[src/rtl/acc_capture.sv]
// Captures {Mx, sequence number, ACC} on each qualified accumulator carry-out
// into a first-word fall-through FIFO, counting events lost to a full FIFO.
module acc_capture #(
  parameter int unsigned DW    = 11,
  parameter int unsigned DEPTH = 4
) (
  input  logic          clk,
  input  logic          rst_n,
  input  logic          ce,
  input  logic [DW-1:0] ACC,
  input  logic          CO,
  input  logic          Mx,
  output logic [DW-1:0] dout,
  output logic          mx_out,
  output logic [3:0]    seq,
  output logic          dvalid,
  input  logic          dready,
  output logic          full,
  output logic          empty,
  output logic [7:0]    drop_cnt
);

  localparam int unsigned AW = (DEPTH > 1) ? $clog2(DEPTH) : 1;
  localparam int unsigned CW = AW + 1;

  logic [DW-1:0] mem_acc [DEPTH];
  logic          mem_mx  [DEPTH];
  logic [3:0]    mem_seq [DEPTH];

  logic [AW-1:0] wptr, rptr;
  logic [CW-1:0] count;
  logic [3:0]    seq_ctr;

  logic capture, pop, do_push, drop;

  assign capture = ce & CO;
  assign pop     = dvalid & dready;
  // A full FIFO still accepts a capture when the head leaves on the same edge.
  assign do_push = capture & (~full | pop);
  assign drop    = capture & full & ~pop;

  assign empty  = (count == '0);
  assign full   = (count == CW'(DEPTH));
  assign dvalid = ~empty;

  assign dout   = mem_acc[rptr];
  assign mx_out = mem_mx[rptr];
  assign seq    = mem_seq[rptr];

  always_ff @(posedge clk) begin
    if (rst_n && do_push) begin
      mem_acc[wptr] <= ACC;
      mem_mx[wptr]  <= Mx;
      mem_seq[wptr] <= seq_ctr;
    end
  end

  always_ff @(posedge clk) begin
    if (!rst_n) begin
      wptr     <= '0;
      rptr     <= '0;
      count    <= '0;
      seq_ctr  <= '0;
      drop_cnt <= '0;
    end else begin
      if (capture) seq_ctr <= seq_ctr + 4'd1;
      if (do_push) wptr <= wptr + AW'(1);
      if (pop)     rptr <= rptr + AW'(1);
      if (do_push && !pop)      count <= count + CW'(1);
      else if (!do_push && pop) count <= count - CW'(1);
      if (drop && drop_cnt != 8'hFF) drop_cnt <= drop_cnt + 8'd1;
    end
  end

endmodule

[config.mk]
export PLATFORM = sky130hd
export DESIGN_NAME = acc_capture
export DESIGN_NICKNAME = d
export VERILOG_FILES = /design/src/rtl/acc_capture.sv
export SDC_FILE = /design/constraint.sdc
export NUM_CORES = 1
export LEC_CHECK = 0
export ABC_AREA = 1
export CELL_PAD_IN_SITES_DETAIL_PLACEMENT = 0
export CELL_PAD_IN_SITES_GLOBAL_PLACEMENT = 1
export CORE_MARGIN = 2
export CORE_UTILIZATION = 43
export CTS_BUF_LIST = sky130_fd_sc_hd__clkbuf_16
export DETAILED_ROUTE_END_ITERATION = 8
export PLACE_DENSITY = 0.83
export SKIP_LAST_GASP = 1
export SYNTH_ARGS = -nofsm -noshare
export SYNTH_HDL_FRONTEND = slang
export SYNTH_SLANG_ARGS = --single-unit
[constraint.sdc]
create_clock -name clk -period 2.2 [get_ports clk]
set_input_delay 0.44 -clock clk [delete_from_list [all_inputs] [get_ports clk]]
set_output_delay 0.44 -clock clk [all_outputs]
set_load 0.03 [all_outputs]
==> metrics <==
CTS Sinks 85; Syn. warnings 0; Crit path largest cell delay around 700 ps; diode count 0; port bufs 43; Mapped Area ~3500 um2; leading post-synthesis cells by cell area edfxtp_1 55%, dfxtp_1 12%, nor2_1 6.0%, o21ai_0 5.6%, nand2_1 3.7%; Initial Util 0.450; total detailed-routing wirelength approximately 6600 um; Final ANT Viol Nets 0; syn nets ~350; io pins 44; Synth top area share 0.547; Critical Path Fanout Max 4; final net count approximately 410; # rows 32; Setup WS post-layout just under 70 ps; worst clock skew between 4 and 5 ps; Arr. time, crit path between 1500 and 2000 ps; GRT overflow 0; placement-stage cell area approximately 4200 um2; Hold Crit Class reg -> reg; H-tree depth 3; starting DRC count in detailed routing ~120; Pwr Density ~1100 nW/um2; 1st-pass router iterations 4; TritonCTS buffer count 9; Post-Place Setup Slack -151 ps; Setup crit start kind flop; Final Non-Filler Cells just under 500; final hold vios 0; detailed-placement wirelength estimate around 4400 um; Final Max Slew Viols 0; Post-CTS Setup Inserts 0; Distinct cells, synth 26; Final min period ~2100 ps; flops & latches, synth between 80 and 90; drt wl/cell 13.4 um; CP bufs+invs 1; CP Cell Sequence nor2_2 > nand2_1 > clkdlybuf4s50_1; critical path endpoint category output port; GRT Util Overall 0.161; slowest library cell on the worst path clkdlybuf4s50_1; Fmax ~470 MHz; Yosys top cell by area edfxtp_1; Max Root-Sink Buffers 2; Die H about 94 um; vias per cell slightly below 5; syn_area_per_cell about 11 um2; total number of vias 2454; Peak supply drop around 0.84 mV; Seq/Total Area, Yosys 0.667; # setup viols final 0; die width approximately 94 um; unrepaired setup endpoints after global routing false; cell count after synthesis about 320; Core Util, Final 0.573; largest net degree at the start of global routing 33; Post-route DRC 0; status finished clean; number of global-route vias before repair 2322; WS Path Type reg -> out; Max-Cap Viols 0; first-pass GRT wire length roughly 11000 um; layout cells sized above 1 0.122; relative slew slack 0.788; die footprint 8910 um2; post-layout instance area around 4500 um2; period utilisation layout 0.968; CP delay by family, top buffers and inverters; Clock Latency Late Sink about 330 ps; CP required ~1800 ps; Post-Place Cells between 400 and 500; routability congestion estimate about 0.76; Leakage 1.69 nW; worst-margin pin slew approximately 320 ps; Core ar. around 8000 um2; clock transition at the registers of the reported paths approximately 60 ps; Area Overhead vs Synth 27.4%; initial antenna violation count 0; CTS root buffer clkbuf_16; CTS tree yes
-- area by class of cell --
| cell class | count | area [um2] |
|---|---|---|
| Timing Repair Buffer | 65 | 592 |
| Fill cell | 674 | 3330 |
| Clock buffer | 9 | 225 |
| Sequential cell | 85 | 2340 |
| Inverter | 29 | 109 |
| Multi-Input combinational cell | 198 | 1000 |
| Tap cell | 102 | 128 |
| Clock inverter | 7 | 76.3 |
-- through the flow --
step / setup TNS [ps] / hold slack [ps] / power, mW
floorplan: 0 / 469 / 2.78
global placement: -60.7 / 500 / 3.35
detailed placement: -156 / 508 / 3.38
CTS: 0 / 517 / 4.78
global route: 0 / 540 / 4.96
finish: 0 / 515 / 4.72
-- worst paths after layout --
kind | startpoint | to | slack [ps] | depth (start not counted)
worst max register to register | count[0]$_SDFFE_PN0P_ | count[2]$_SDFFE_PN0P_ | 320 | 10
worst max-delay path | count[0]$_SDFFE_PN0P_ | dvalid | 70 | 3
worst min-delay path | rptr[1]$_SDFFE_PN0N_ | flop | 510 | 2
worst min register to register | rptr[1]$_SDFFE_PN0N_ | flop | 510 | 2
-- placed cells by master (no fill, tap or decap), types with 9 or more instances in the layout --
cell,n
edfxtp_1,64
nor2_1,56
o21ai_0,39
nand2_1,35
inv_1,30
clkdlybuf4s50_1,26
buf_4,21
dfxtp_1,20
o22ai_1,16
nand3_1,13
a21oi_1,13
dlygate4sd2_1,11
clkbuf_16,9
-- logic make-up (layout without fill, tap and decap cells) --
| logic type | count (synthesis) | count (layout) | share of synthesized area |
|---|---|---|---|
| and+or+nand+nor | 118 | 118 | 0.144 |
| buffers and inverters | 41 | 110 | 0.0477 |
| xor gates and xnor gates | 3 | 3 | 0.00748 |
| DFF | 85 | 85 | 0.667 |
| adders and majority gates | 8 | 8 | 0.0306 |
| AOI/OAI and AO/OA | 69 | 69 | 0.104 |
-- sequential cells by signal, indices dropped and copies added (netlist names), named ones only --
register,count
rptr,2
wptr,2
mem_acc,44
mem_seq,16
seq_ctr,4
count,3
mem_mx,4
drop_cnt,8
-- metal layers --
metal / vias to the layer above / wire [um] / global-route usage
li1: 1256 / - / -
met3: 13 / 263 / 0.0263
met2: 50 / 3180 / 0.272
met5: - / 0 / 0
met1: 1135 / 3060 / 0.200
met4: 0 / 127 / 0.0797
-- cells in the mapped netlist, drive strengths merged --
| cell | count |
|---|---|
| a21oi | 13 |
| buf | 4 |
| clkbuf | 8 |
| dfxtp | 21 |
| edfxtp | 64 |
| fa | 1 |
| ha | 7 |
| inv | 29 |
| nand2 | 37 |
| nand3 | 15 |
| nand3b | 1 |
| nand4 | 3 |
| nor2 | 58 |
| nor3 | 3 |
| o21ai | 40 |
| o22ai | 16 |
| or2 | 1 |
| xnor2 | 1 |
| xor2 | 2 |
-- worst min-delay path: stages, from the launching register on --
cell	delay [ps]
dfxtp_1	320
nand2_1	60
a21oi_1	80
-- power by group --
group	leakage (nW)	internal (mW)	switching, mW
logic	0.789	0.495	0.857
clock network	0.147	0.884	0.596
registers	0.758	1.81	0.0833
-- timing repair --
action | 4_1_cts | 5_1_grt
hold buffers | 0 | 0
gates resized for setup | 15 | 9
setup endpoints to repair | 15 | 14
Note: power is estimated with default switching activity, not from simulation.
